==> src/rtl/uart_apb_host.sv <==
// APB master that initialises a UART (busy-wait on USR, then DLAB/divisor/LCR writes)
// and then polls LSR to move bytes. RX path is built only with UART_APB_HOST_RX_EN.
module uart_apb_host #(
  parameter int unsigned POLL_GAP = 4
) (
  input  logic        sys_clk,
  input  logic        rst_b,
  input  logic        cfg_start,
  input  logic [15:0] cfg_divisor,
  input  logic [4:0]  cfg_lcr,
  output logic        cfg_done,
  input  logic        tx_vld,
  input  logic [7:0]  tx_data,
  output logic        tx_rdy,
  output logic        rx_vld,
  output logic [7:0]  rx_data,
  output logic [2:0]  rx_err,
  output logic        host_apb_psel,
  output logic        host_apb_penable,
  output logic        host_apb_pwrite,
  output logic [7:0]  host_apb_paddr,
  output logic [31:0] host_apb_pwdata,
  input  logic [31:0] host_apb_prdata,
  output logic        busy
);

  localparam int unsigned GAP_W  = 8;
  localparam int unsigned BYTE_W = 8;
  localparam logic [7:0] ADDR_DATA = 8'h00;
  localparam logic [7:0] ADDR_DLH  = 8'h04;
  localparam logic [7:0] ADDR_LCR  = 8'h0C;
  localparam logic [7:0] ADDR_LSR  = 8'h14;
  localparam logic [7:0] ADDR_USR  = 8'h7C;

  typedef enum logic [3:0] {
    S_IDLE        = 4'd0,
    S_USR_RD      = 4'd1,
    S_LCR_DLAB_WR = 4'd2,
    S_DLL_WR      = 4'd3,
    S_DLH_WR      = 4'd4,
    S_LCR_WR      = 4'd5,
    S_GAP         = 4'd6,
    S_LSR_RD      = 4'd7,
    S_DECIDE      = 4'd8,
`ifdef UART_APB_HOST_RX_EN
    S_RBR_RD      = 4'd9,
`endif
    S_THR_WR      = 4'd10
  } state_t;

  state_t             r_state, w_nxt_state;
  logic               r_phase, w_nxt_phase;
  logic [GAP_W-1:0]   r_gap_cnt, w_nxt_gap_cnt;
  logic [15:0]        r_div;
  logic [4:0]         r_lcr;
  logic               r_cfg_done;
  logic               r_lsr_thre;
  logic [BYTE_W-1:0]  r_tx_data;
  logic               w_bus_state;
  logic               w_idle_gap;
  logic               w_cfg_go;
  logic               w_access_end;
  logic               w_rx_go;
  logic               w_tx_go;
  logic               w_unused_prdata;

  // r_phase: 0 = SETUP, 1 = ACCESS within every bus state
  assign w_bus_state  = !(r_state inside {S_IDLE, S_GAP, S_DECIDE});
  assign w_idle_gap   = (r_state inside {S_IDLE, S_GAP});
  assign w_cfg_go     = cfg_start && w_idle_gap;
  assign w_access_end = w_bus_state && r_phase;
  assign w_tx_go      = (r_state == S_DECIDE) && !w_rx_go && r_lsr_thre && tx_vld;
  assign cfg_done     = r_cfg_done;
  assign w_unused_prdata = ^host_apb_prdata;

  // State register
  always_ff @(posedge sys_clk or negedge rst_b) begin
    if (!rst_b) begin
      r_state   <= S_IDLE;
      r_phase   <= 1'b0;
      r_gap_cnt <= '0;
    end else begin
      r_state   <= w_nxt_state;
      r_phase   <= w_nxt_phase;
      r_gap_cnt <= w_nxt_gap_cnt;
    end
  end

  // Next-state logic
  always_comb begin
    w_nxt_state   = r_state;
    w_nxt_phase   = 1'b0;
    w_nxt_gap_cnt = '0;
    if (w_bus_state && !r_phase) begin
      w_nxt_phase = 1'b1;
    end else begin
      case (r_state)
        S_IDLE:        if (cfg_start) w_nxt_state = S_USR_RD;
        S_USR_RD:      w_nxt_state = host_apb_prdata[0] ? S_GAP : S_LCR_DLAB_WR;
        S_LCR_DLAB_WR: w_nxt_state = S_DLL_WR;
        S_DLL_WR:      w_nxt_state = S_DLH_WR;
        S_DLH_WR:      w_nxt_state = S_LCR_WR;
        S_LCR_WR:      w_nxt_state = S_GAP;
        S_GAP: begin
          if (cfg_start) begin
            w_nxt_state = S_USR_RD;
          end else if (r_gap_cnt == GAP_W'(POLL_GAP - 1)) begin
            w_nxt_state = r_cfg_done ? S_LSR_RD : S_USR_RD;
          end else begin
            w_nxt_gap_cnt = r_gap_cnt + GAP_W'(1);
          end
        end
        S_LSR_RD:      w_nxt_state = S_DECIDE;
        S_DECIDE: begin
          if (w_rx_go) begin
`ifdef UART_APB_HOST_RX_EN
            w_nxt_state = S_RBR_RD;
`endif
          end else if (w_tx_go) begin
            w_nxt_state = S_THR_WR;
          end else begin
            w_nxt_state = S_GAP;
          end
        end
`ifdef UART_APB_HOST_RX_EN
        S_RBR_RD:      w_nxt_state = S_GAP;
`endif
        S_THR_WR:      w_nxt_state = S_GAP;
        default:       w_nxt_state = S_IDLE;
      endcase
    end
  end

  // Output decode: APB fields are a pure function of registered state and captured data
  always_comb begin
    host_apb_psel    = w_bus_state;
    host_apb_penable = w_bus_state && r_phase;
    host_apb_pwrite  = 1'b0;
    host_apb_paddr   = '0;
    host_apb_pwdata  = '0;
    tx_rdy           = w_tx_go;
    busy             = !w_idle_gap;
    case (r_state)
      S_USR_RD: host_apb_paddr = ADDR_USR;
      S_LCR_DLAB_WR: begin
        host_apb_pwrite = 1'b1;
        host_apb_paddr  = ADDR_LCR;
        host_apb_pwdata = {24'd0, 8'h80 | {3'b000, r_lcr}};
      end
      S_DLL_WR: begin
        host_apb_pwrite = 1'b1;
        host_apb_paddr  = ADDR_DATA;
        host_apb_pwdata = {24'd0, r_div[7:0]};
      end
      S_DLH_WR: begin
        host_apb_pwrite = 1'b1;
        host_apb_paddr  = ADDR_DLH;
        host_apb_pwdata = {24'd0, r_div[15:8]};
      end
      S_LCR_WR: begin
        host_apb_pwrite = 1'b1;
        host_apb_paddr  = ADDR_LCR;
        host_apb_pwdata = {24'd0, 3'b000, r_lcr};
      end
      S_LSR_RD: host_apb_paddr = ADDR_LSR;
      S_THR_WR: begin
        host_apb_pwrite = 1'b1;
        host_apb_paddr  = ADDR_DATA;
        host_apb_pwdata = {24'd0, r_tx_data};
      end
      default: ;
    endcase
  end

  // Configuration capture, LSR snapshot and TX byte holding
  always_ff @(posedge sys_clk or negedge rst_b) begin
    if (!rst_b) begin
      r_div      <= '0;
      r_lcr      <= '0;
      r_cfg_done <= 1'b0;
      r_lsr_thre <= 1'b0;
      r_tx_data  <= '0;
    end else begin
      if (w_cfg_go) begin
        r_div      <= cfg_divisor;
        r_lcr      <= cfg_lcr;
        r_cfg_done <= 1'b0;
      end else if (r_state == S_LCR_WR && w_access_end) begin
        r_cfg_done <= 1'b1;
      end
      if (r_state == S_LSR_RD && w_access_end) r_lsr_thre <= host_apb_prdata[5];
      if (w_tx_go) r_tx_data <= tx_data;
    end
  end

`ifdef UART_APB_HOST_RX_EN
  logic              r_lsr_dr;
  logic [2:0]        r_lsr_err;
  logic              r_rx_vld;
  logic [BYTE_W-1:0] r_rx_data;
  logic [2:0]        r_rx_err;

  assign w_rx_go = (r_state == S_DECIDE) && r_lsr_dr;
  assign rx_vld  = r_rx_vld;
  assign rx_data = r_rx_data;
  assign rx_err  = r_rx_err;

  // rx_err carries {fe, pe, oe} from the LSR read that preceded this RBR read
  always_ff @(posedge sys_clk or negedge rst_b) begin
    if (!rst_b) begin
      r_lsr_dr  <= 1'b0;
      r_lsr_err <= '0;
      r_rx_vld  <= 1'b0;
      r_rx_data <= '0;
      r_rx_err  <= '0;
    end else begin
      r_rx_vld <= (r_state == S_RBR_RD) && w_access_end;
      if (r_state == S_LSR_RD && w_access_end) begin
        r_lsr_dr  <= host_apb_prdata[0];
        r_lsr_err <= host_apb_prdata[3:1];
      end
      if (r_state == S_RBR_RD && w_access_end) begin
        r_rx_data <= host_apb_prdata[7:0];
        r_rx_err  <= r_lsr_err;
      end
    end
  end
`else
  assign w_rx_go = 1'b0;
  assign rx_vld  = 1'b0;
  assign rx_data = '0;
  assign rx_err  = '0;
`endif

endmodule

==> config.mk <==
export PLATFORM = sky130hd
export DESIGN_NAME = uart_apb_host
export DESIGN_NICKNAME = d
export VERILOG_FILES = /design/src/rtl/uart_apb_host.sv
export SDC_FILE = /design/constraint.sdc
export NUM_CORES = 1
export LEC_CHECK = 0
export BUFFER_PORTS_ARGS = -buffer_cell sky130_fd_sc_hd__clkbuf_2
export CAP_MARGIN = 20
export CORE_MARGIN = 8
export CORE_UTILIZATION = 40
export CTS_CLUSTER_DIAMETER = 150
export DETAILED_ROUTE_END_ITERATION = 7
export GPL_ROUTABILITY_DRIVEN = 0
export GPL_TIMING_DRIVEN = 0
export PLACE_DENSITY = 0.81
export SLEW_MARGIN = 20
export SYNTH_ARGS = -nofsm -noshare
export SYNTH_HDL_FRONTEND = slang
export SYNTH_SLANG_ARGS = --single-unit
==> constraint.sdc <==
create_clock -name sys_clk -period 1.8 [get_ports sys_clk]
set_input_delay 0.27 -clock sys_clk [delete_from_list [all_inputs] [get_ports sys_clk]]
set_output_delay 0.27 -clock sys_clk [all_outputs]
set_load 0.01 [all_outputs]
==> results of run 1 <==
==> layout make-up <==
cell class / count / share of cell area
plain buffers: 49 / 0.108
clock buffers: 6 / 0.0190
clock inverters: 2 / 0.00916
inverters: 3 / 0.00294
multi-input cells: 175 / 0.388
flip-flops and latches: 44 / 0.288
well taps: 77 / 0.0252
repair buffers: 83 / 0.159
==> where the power goes <==
group	internal [mW]	switching, mW
clock	0.412	0.351
sequential	1.40	0.323
combinational	2.11	1.74
==> cells in the final DEF, fill, tap and decap left out, types with 5 or more instances in the layout <==
master and count:
dfrtp_1 42, nor2_1 15, a221o_1 5, conb_1 39
buf_6 16, a22oi_2 6, mux2_4 21, xor2_1 5
buf_2 8, nand3_1 6, clkbuf_8 5, clkbuf_2 41
nor2_4 5, nand2_1 6, mux2_1 9, buf_4 60
==> worst reg2reg max path, stage by stage (launching register included) <==
cell	delay, ns
dfrtp_2	0.45
buf_12	0.14
nor2b_4	0.14
buf_6	0.13
buf_6	0.11
nor2_4	0.11
nand3_4	0.17
clkbuf_16	0.22
mux2_4	0.29
==> registers in the layout, indices dropped and copies added (netlist names) <==
name	cells
r_phase	1
r_state	4
cfg_done	1
r_div	16
r_lcr	5
r_gap_cnt	8
r_lsr_thre	1
r_tx_data	8
==> per-layer routing <==
| layer | global-route usage | up-vias | share of wire |
|---|---|---|---|
| met5 | 0 | - | 0 |
| met4 | 0.0462 | 0 | 0.021 |
| met3 | 0.0526 | 13 | 0.085 |
| met2 | 0.249 | 112 | 0.50 |
| met1 | 0.163 | 1031 | 0.39 |
| li1 | - | 1004 | - |
==> cells by family (layout without fill, tap and decap cells) <==
kind of cell / after synthesis / in the layout
AOI/OAI and AO/OA: 32 / 32
xor gates and xnor gates: 6 / 6
adders and majority gates: 1 / 1
buffers and inverters: 53 / 143
DFF: 44 / 44
muxes: 33 / 33
other: 1 / 39
and+or+nand+nor: 64 / 64
==> through the flow <==
step           utilization  cell area, um2  hold slack [ns]  setup WS [ns]
2_1_floorplan            -            2780          -0.0256          0.153
3_3_place_gp         0.495            3140            0.479         -0.188
3_5_place_dp         0.495            3140            0.486         -0.275
4_1_cts              0.555            3520            0.174         -0.254
5_1_grt              0.603            3830            0.183         -0.349
6_report             0.603            3830            0.119         -0.299
==> final timing paths <==
kind                                      endpoint  slack (ns)  depth (start not counted)
worst max-delay path            host_apb_pwdata[4]       -0.30                          7
min in group sys_clk                  r_tx_data[7]        0.18                          2
worst max register to register           r_div[11]       -0.07                          8
max in group asynchronous               r_state[3]        1.02                          1
worst min-delay path                     r_div[15]        0.12                          1
worst min register to register        r_tx_data[7]        0.50                          1
==> what timing repair did <==
action	in CTS	in global routing
gates cloned	0	2
buffers inserted	16	13
resized for setup	35	45
hold buffers	0	0
pin swaps	7	5
setup endpoints to repair	15	39
endpoints found under the hold margin	0	0
==> flow_metrics.env, run 1 <==
export IMPL_outcome="finished with violations"
export IMPL_violations="setup timing"
export IMPL_synth_ff_type="dfrtp_1"
export IMPL_fin_tns_setup_ns=-3.69
export IMPL_setup_ws_ns=-0.299
export IMPL_synth_xor_area_frac=0.0199
export IMPL_synth_async_sr_flop_share=1.00
export IMPL_grt_setup_unrepaired="yes"
export IMPL_finalPower_mw=6.33
export IMPL_cpPeakStageDelay_ns=0.45
export IMPL_core_area_mm2=0.00635
export IMPL_path_common_cell="buf_6"
export IMPL_dp_cells=402
export IMPL_dieArea_mm2=0.00944
export IMPL_finalMaxSlewViolations=0
export IMPL_ys_ff_latch=44
export IMPL_cts_buffer_depth=2
export IMPL_synth_cells=234
export IMPL_startpoint="r_state[1]"
export IMPL_num_io_pins=123
export IMPL_ys_seq_area_frac=0.418
export IMPL_synth_top_area_frac=0.418
export IMPL_synth_area_leaders="dfrtp_1 42%, buf_4 12%, mux2_4 11%"
export IMPL_vias=2160
export IMPL_crit_buf_inv=3
export IMPL_arrival_ns=1.83
export IMPL_cts_root_buf="clkbuf_8"
export IMPL_endpoint_kind="output pin"
export IMPL_critPathRequiredTime_ns=1.53
export IMPL_track_usage=0.145
export IMPL_antenna_cells=0
export IMPL_synth_top_family_by_area="multiplexers"
export IMPL_cts_tree="yes"
export IMPL_finalClockSkew_ns=0.0115
export IMPL_drc=0
export IMPL_floorplan_initialDensity=0.415
export IMPL_drt_wirelength_per_cell_um=17.7
export IMPL_final_fill_count=513
export IMPL_seqCellArea_mm2=0.00110
export IMPL_drive_gt1_frac=0.552
export IMPL_cp_top_family="flip-flops"
export IMPL_maxCapViolCount=0
export IMPL_r2r_start="r_state[1]"
export IMPL_h_tree_depth=2
export IMPL_cts_made_buffers=5
export IMPL_multiInputGateArea_mm2=0.00149
export IMPL_cp_max_fo=10
export IMPL_path_cells="buf_6 -> nor3b_4 -> buf_6 -> a22oi_2 -> nor2_1 -> a221o_1 -> buf_6"
export IMPL_p_per_area_mw_per_mm2=1650
export IMPL_synth_edff_count=0
export IMPL_worst_hold_path_type="in2async"
export IMPL_syn_cell_area_mm2=0.00264
export IMPL_num_rows=29
export IMPL_nNetsFinal=427
export IMPL_dp_hpwl_um=4940
export IMPL_syn_to_final_growth_pct=45.1
export IMPL_netlist_top_cells_count="44 x dfrtp_1, 41 x buf_4, 20 x mux2_4, 19 x nor2_1, 9 x mux2_1"
export IMPL_grt_pass1_vias=2254
export IMPL_drtPass1Iterations=4
export IMPL_die_width_um=97.2
export IMPL_port_buffers=53
export IMPL_cts_sinks=44
export IMPL_yosys_cell_types_count=57
export IMPL_clk_pin_slew_worst_paths_ns=0.09
export IMPL_slew_limit_headroom=0.356
export IMPL_worst_ir_drop_vdd_uv=927
export IMPL_dieHeight_um=97.2
export IMPL_synthSimpleGateAreaFrac=0.154
export IMPL_synth_avg_cell_area_um2=11.3
export IMPL_setup_viol=38
export IMPL_first_iter_violations=171
export IMPL_synth_area_leader_cell="dfrtp_1"
export IMPL_min_period_ns=2.10
export IMPL_startpoint_type="flip-flop"
export IMPL_fmax_mhz=476
export IMPL_vias_per_cell=4.92
export IMPL_min_period_over_period=1.17
export IMPL_clock_latency_ns=0.30
export IMPL_synth_compound_area_frac=0.0921
export IMPL_postRouteAntennaNets=0
export IMPL_grt_max_degree=45
export IMPL_synthMuxAreaShare=0.169
export IMPL_slowest_stage="dfrtp_2"
export IMPL_grt_first_pass_wirelength_um=11400
export IMPL_tightest_slew_ns=0.966
export IMPL_ys_warn_count=0
export IMPL_yosysMostFrequentCell="dfrtp_1"
export IMPL_hold_violations=0
export IMPL_finalNonFillerCells=439
export IMPL_p_leak_nw=1.98
export IMPL_synth_adder_area_share=0.00475
export IMPL_grt_overflow_total=0
export IMPL_drt_total_wl_um=7780
export IMPL_antenna_found_initial=0
export IMPL_worstSetupPathType="reg2out"
(Power assumes the default switching activity.)
==> run 2: changes to the inputs <==
--- a/config.mk
+++ b/config.mk
@@ -5,7 +5,7 @@
 export SDC_FILE = /design/constraint.sdc
 export NUM_CORES = 1
 export LEC_CHECK = 0
-export BUFFER_PORTS_ARGS = -buffer_cell sky130_fd_sc_hd__clkbuf_2
+export BUFFER_PORTS_ARGS = -buffer_cell sky130_fd_sc_hd__buf_2
 export CAP_MARGIN = 20
 export CORE_MARGIN = 8
 export CORE_UTILIZATION = 40
==> run 2 against run 1 <==
The run still ends with setup timing left. Via count is 0.79% higher. Combinational power is 2% lower. Critical path depth is 1 lower. Clock-buffer cell count is 1 higher. Critical path type unchanged. Register-to-register slack better by 0.07 ns. Final cell count is 0.68% higher. Sequential power hardly changed. Flip-flop and latch count stayed put.
==> flow_metrics.env, run 2 (same netlist as run 1, synthesis figures left out) <==
export IMPL_violations="setup timing"
export IMPL_first_iter_violations=99
export IMPL_cts_tree="yes"
export IMPL_port_buffers=53
export IMPL_num_rows=29
export IMPL_min_period_ns=2.08
export IMPL_nNetsFinal=430
export IMPL_final_fill_count=506
export IMPL_drt_total_wl_um=7500
export IMPL_finalNonFillerCells=442
export IMPL_hold_violations=0
export IMPL_clock_latency_ns=0.30
export IMPL_drt_wirelength_per_cell_um=17.0
export IMPL_grt_pass1_vias=2204
export IMPL_startpoint_type="flip-flop"
export IMPL_grt_setup_unrepaired="yes"
export IMPL_preCtsSetupSlack_ns=-0.237
export IMPL_h_tree_depth=2
export IMPL_tightest_slew_ns=0.969
export IMPL_slew_limit_headroom=0.354
export IMPL_drive_gt1_frac=0.556
export IMPL_setup_viol=15
export IMPL_drc=0
export IMPL_critPathRequiredTime_ns=1.53
export IMPL_endpoint_kind="output pin"
export IMPL_dieArea_mm2=0.00944
export IMPL_p_per_area_mw_per_mm2=1620
export IMPL_grt_first_pass_wirelength_um=11100
export IMPL_dp_cells=402
export IMPL_syn_to_final_growth_pct=44.2
export IMPL_finalMaxSlewViolations=0
export IMPL_arrival_ns=1.81
export IMPL_outcome="finished with violations"
export IMPL_cts_sinks=44
export IMPL_postRouteAntennaNets=0
export IMPL_setup_ws_ns=-0.279
export IMPL_worst_ir_drop_vdd_uv=943
export IMPL_dieHeight_um=97.2
export IMPL_grt_max_degree=45
export IMPL_antenna_cells=0
export IMPL_grt_overflow_total=0
export IMPL_dp_hpwl_um=4880
export IMPL_mostFrequentLayoutCell="buf_4"
export IMPL_final_cell_mix="66 x buf_4, 49 x buf_2, 42 x dfrtp_1, 39 x conb_1, 21 x mux2_4"
export IMPL_cts_buffer_depth=2
export IMPL_fmax_mhz=481
export IMPL_maxCapViolCount=0
export IMPL_drtPass1Iterations=4
export IMPL_regMostFlops="r_div"
export IMPL_largest_reg_flops=16
export IMPL_num_io_pins=123
export IMPL_p_leak_nw=1.97
export IMPL_worstSetupPathType="reg2out"
export IMPL_vias=2177
export IMPL_cts_made_buffers=5
export IMPL_reg_top3="r_div x16, r_gap_cnt x8, r_tx_data x8"
export IMPL_cp_max_fo=7
export IMPL_floorplan_initialDensity=0.415
export IMPL_die_width_um=97.2
export IMPL_vias_per_cell=4.93
export IMPL_finalClockSkew_ns=0.00847
export IMPL_antenna_found_initial=0
export IMPL_core_area_mm2=0.00635
export IMPL_cts_root_buf="clkbuf_8"
export IMPL_clk_pin_slew_worst_paths_ns=0.09
export IMPL_min_period_over_period=1.15
export IMPL_worst_hold_path_type="in2async"
export IMPL_track_usage=0.142
run 2: changes by cell type in the layout (fill, tap and decap cells not counted), sizes merged:
cell | previous run | this run
clkbuf | 49 | 7
clkinvlp | 0 | 1
buf | 89 | 135
clkinv | 1 | 0
bufinv | 1 | 0
run 2: timing repair:
| item | 4_1_cts | 5_1_grt |
|---|---|---|
| cloned | 0 | 0 |
| hold buffers | 0 | 0 |
| setup buffers | 19 | 15 |
| pin swaps | 8 | 9 |
| gates resized for setup | 33 | 39 |
| endpoints found under the hold margin | 0 | 0 |
| setup endpoints to repair | 16 | 37 |
run 2: power by group:
part	switching, mW	internal [mW]
sequential	0.308	1.40
clock	0.349	0.312
combinational	1.66	2.12
total	2.32	3.83
run 2: metal layers:
metal | part of all wire | global-route usage
met5 | 0 | 0
met4 | 0.023 | 0.0343
met3 | 0.094 | 0.0555
met2 | 0.50 | 0.245
met1 | 0.38 | 0.161
run 2: worst paths after layout:
path                              start                 end  slack (ns)  cells after the start
max                          r_state[1]  host_apb_pwdata[2]       -0.28                      6
min                               rst_b           r_div[10]        0.12                      1
max reg2reg                  r_state[2]          r_state[2]           0                      7
min reg2reg                r_tx_data[7]        r_tx_data[7]        0.50                      1
max in group asynchronous         rst_b          r_state[1]        1.03                      1
min in group sys_clk         tx_data[3]        r_tx_data[3]        0.18                      2
run 2: area by class of cell:
| cell class | instances | area (um2) | area share |
|---|---|---|---|
| flip-flops and latches | 44 | 1100 | 0.290 |
| inverters | 3 | 11.3 | 0.00296 |
| well taps | 77 | 96.3 | 0.0253 |
| repair buffers | 87 | 597 | 0.157 |
| plain buffers | 48 | 413 | 0.109 |
| clock buffers | 7 | 86.3 | 0.0227 |
| clock inverters | 1 | 7.51 | 0.00197 |
| multi-input cells | 175 | 1490 | 0.391 |
run 2: stage by stage:
step                instance area, um2  setup TNS [ns]  hold slack [ns]   util  total power, mW
global placement                  3140           -1.27            0.469  0.495             4.19
global route                      3800           -3.87            0.179  0.599             6.49
CTS                               3520           -2.49            0.149  0.554             5.48
floorplan                         2780               0          -0.0256      -             3.53
finish                            3800           -2.39            0.118  0.599             6.15
detailed placement                3140           -1.81            0.480  0.495             4.28
run 2: critical path: stages (launching register included):
cell	delay (ns)
dfrtp_2	0.45
buf_12	0.14
and3b_2	0.28
a22oi_1	0.18
nor2_1	0.06
a221o_1	0.26
buf_2	0.14
==> run 3: changes to the inputs <==
--- a/config.mk
+++ b/config.mk
@@ -5,6 +5,7 @@
 export SDC_FILE = /design/constraint.sdc
 export NUM_CORES = 1
 export LEC_CHECK = 0
+export ABC_AREA = 1
 export BUFFER_PORTS_ARGS = -buffer_cell sky130_fd_sc_hd__buf_2
 export CAP_MARGIN = 20
 export CORE_MARGIN = 8
@@ -13,7 +14,7 @@
 export DETAILED_ROUTE_END_ITERATION = 7
 export GPL_ROUTABILITY_DRIVEN = 0
 export GPL_TIMING_DRIVEN = 0
-export PLACE_DENSITY = 0.81
+export PLACE_DENSITY = 0.82
 export SLEW_MARGIN = 20
 export SYNTH_ARGS = -nofsm -noshare
 export SYNTH_HDL_FRONTEND = slang
==> run 3 against run 2 <==
The run still ends with setup timing left. Worst setup slack improved by 0.27 ns. Non-clock buffer count shrank 24. Hold slack better by 0.0043 ns. Critical path type unchanged.
==> flow_metrics.env, run 3 <==
export IMPL_dp_hpwl_um=5030
export IMPL_h_tree_depth=2
export IMPL_reg_top3="r_div x16, r_gap_cnt x8, r_tx_data x8"
export IMPL_antenna_found_initial=0
export IMPL_synth_avg_cell_area_um2=7.37
export IMPL_startpoint_type="flip-flop"
export IMPL_whs_ns=0.122
export IMPL_cts_root_buf="clkbuf_8"
export IMPL_critPathRequiredTime_ns=1.53
export IMPL_drt_wirelength_per_cell_um=13.0
export IMPL_finalMaxSlewViolations=0
export IMPL_dp_cells=515
export IMPL_grt_pass1_vias=2479
export IMPL_synth_edff_count=0
export IMPL_setup_viol=2
export IMPL_fmax_mhz=553
export IMPL_num_rows=29
export IMPL_p_int_mw=2.77
export IMPL_port_buffers=53
export IMPL_worst_hold_path_type="in2async"
export IMPL_fin_util=0.545
export IMPL_netlist_top_cells_count="142 x nand2_1, 44 x dfrtp_1, 41 x buf_4, 28 x inv_1, 28 x nor2_1"
export IMPL_p_leak_nw=2.00
export IMPL_finalClockSkew_ns=0.00593
export IMPL_ys_warn_count=0
export IMPL_fin_tns_setup_ns=-0.0152
export IMPL_die_width_um=96.0
export IMPL_drive_gt1_frac=0.368
export IMPL_yosys_cell_types_count=25
export IMPL_synth_xor_area_frac=0.0171
export IMPL_clock_latency_ns=0.30
export IMPL_vias=2422
export IMPL_track_usage=0.146
export IMPL_final_fill_count=584
export IMPL_regMostFlops="r_div"
export IMPL_maxCapViolCount=0
export IMPL_grt_max_degree=45
export IMPL_largest_reg_flops=16
export IMPL_syn_to_final_growth_pct=33.6
export IMPL_synth_compound_area_frac=0.0289
export IMPL_power_frac_clock=0.135
export IMPL_finalNonFillerCells=536
export IMPL_synth_area_leader_cell="dfrtp_1"
export IMPL_worstSetupPathType="reg2out"
export IMPL_hold_violations=0
export IMPL_postRouteAntennaNets=0
export IMPL_ys_seq_area_frac=0.430
export IMPL_seq_power_share=0.332
export IMPL_synth_top_area_frac=0.430
export IMPL_power_switching_mw=2.24
export IMPL_core_area_mm2=0.00628
export IMPL_synth_top_family_by_area="simple AND/OR/NAND/NOR gates"
export IMPL_arrival_ns=1.54
export IMPL_min_period_over_period=1.00
export IMPL_grt_overflow_total=0
export IMPL_clk_pin_slew_worst_paths_ns=0.09
export IMPL_synth_async_sr_flop_share=1.00
export IMPL_setup_ws_ns=-0.00828
export IMPL_synth_cells=347
export IMPL_outcome="finished with violations"
export IMPL_dieHeight_um=96.0
export IMPL_worst_ir_drop_vdd_uv=870
export IMPL_violations="setup timing"
export IMPL_swShare=0.448
export IMPL_drt_total_wl_um=6950
export IMPL_min_period_ns=1.81
export IMPL_cts_made_buffers=5
export IMPL_grt_first_pass_wirelength_um=10700
export IMPL_synth_ff_type="dfrtp_1"
export IMPL_mostFrequentLayoutCell="nand2_1"
export IMPL_num_io_pins=123
export IMPL_p_per_area_mw_per_mm2=1470
export IMPL_syn_cell_area_mm2=0.00256
export IMPL_synthMuxAreaShare=0
export IMPL_cts_sinks=44
export IMPL_first_iter_violations=97
export IMPL_dieArea_mm2=0.00921
export IMPL_vias_per_cell=4.52
export IMPL_p_comb_frac=0.533
export IMPL_drtPass1Iterations=4
export IMPL_cp_max_fo=7
export IMPL_final_cell_mix="126 x nand2_1, 54 x buf_2, 54 x buf_4, 40 x dfrtp_1, 39 x conb_1"
export IMPL_floorplan_initialDensity=0.408
export IMPL_synth_adder_area_share=0.00489
export IMPL_synthSimpleGateAreaFrac=0.336
export IMPL_yosysMostFrequentCell="nand2_1"
export IMPL_grt_setup_unrepaired="yes"
export IMPL_synth_area_leaders="dfrtp_1 43%, nand2_1 21%, buf_4 12%"
export IMPL_cts_tree="yes"
export IMPL_nNetsFinal=524
export IMPL_slew_limit_headroom=0.342
export IMPL_antenna_cells=0
export IMPL_cts_buffer_depth=2
export IMPL_tightest_slew_ns=0.987
export IMPL_endpoint_kind="output pin"
export IMPL_ys_ff_latch=44
export IMPL_drc=0
[run 3: worst paths after layout]
path	start	to	slack, ns	cells past startpoint
worst max-delay path	r_state[0]	host_apb_pwdata[2]	-0.008	7
worst min-delay path	rst_b	r_gap_cnt[5]	0.12	1
worst max register to register	r_state[3]	r_div[4]	0.21	8
worst min register to register	r_phase	r_phase	0.45	1
max in group asynchronous	rst_b	r_state[1]	1.00	1
min in group sys_clk	tx_data[1]	r_tx_data[1]	0.15	3
[run 3: final cells by class]
| cell class | instances | area [um2] | area share |
|---|---|---|---|
| multi-input cells | 263 | 1260 | 0.368 |
| flip-flops and latches | 44 | 1110 | 0.324 |
| repair buffers | 67 | 377 | 0.110 |
| plain buffers | 44 | 333 | 0.0974 |
| inverters | 33 | 151 | 0.0443 |
| well taps | 77 | 96.3 | 0.0282 |
| clock buffers | 6 | 82.6 | 0.0242 |
| clock inverters | 2 | 13.8 | 0.00403 |
[run 3: kinds of logic after synthesis]
logic type / Yosys count
AND/OR/NAND/NOR: 205
buffers and inverters: 78
flip-flops: 44
AO/OA/AOI/OAI: 13
XOR/XNOR: 5
adder cells (fa/ha/maj): 1
other: 1
[run 3: worst max-delay path, stage by stage (launching register included)]
cell and delay (ns):
dfrtp_2 0.49, inv_2 0.10, nor2_4 0.04, nand2_2 0.12
inv_4 0.07, o21ai_0 0.14, nand4_1 0.12, buf_2 0.16
[run 3: power by group through the flow]
stage / clock, mW / combinational, mW / sequential, mW
floorplan: 0 / 1.46 / 1.56
global placement: 0 / 2.06 / 1.59
detailed placement: 0 / 2.12 / 1.62
CTS: 0.680 / 2.33 / 1.62
global route: 0.722 / 2.96 / 1.71
finish: 0.675 / 2.67 / 1.66
[run 3: routing by layer]
layer | vias to the layer above | part of all wire | GRT usage
met5 | - | 0 | 0
met4 | 0 | 0.015 | 0.0371
met3 | 15 | 0.091 | 0.0421
met2 | 97 | 0.51 | 0.258
met1 | 1104 | 0.39 | 0.168
li1 | 1206 | - | -
[run 3: per-stage QoR]
stage	total power [mW]	setup slack, ns	area, um2
2_1_floorplan	3.02	0.440	2700
3_3_place_gp	3.66	0.0609	3060
3_5_place_dp	3.74	0.0370	3060
4_1_cts	4.63	-0.00926	3260
5_1_grt	5.39	-0.0778	3420
6_report	5.01	-0.00828	3420
[run 3: what timing repair did]
item                                    4_1_cts  5_1_grt
buffers inserted                              6        8
endpoints found under the setup margin       15       15
hold buffers                                  0        0
gates resized for setup                      23       37
pin swaps                                     6       15
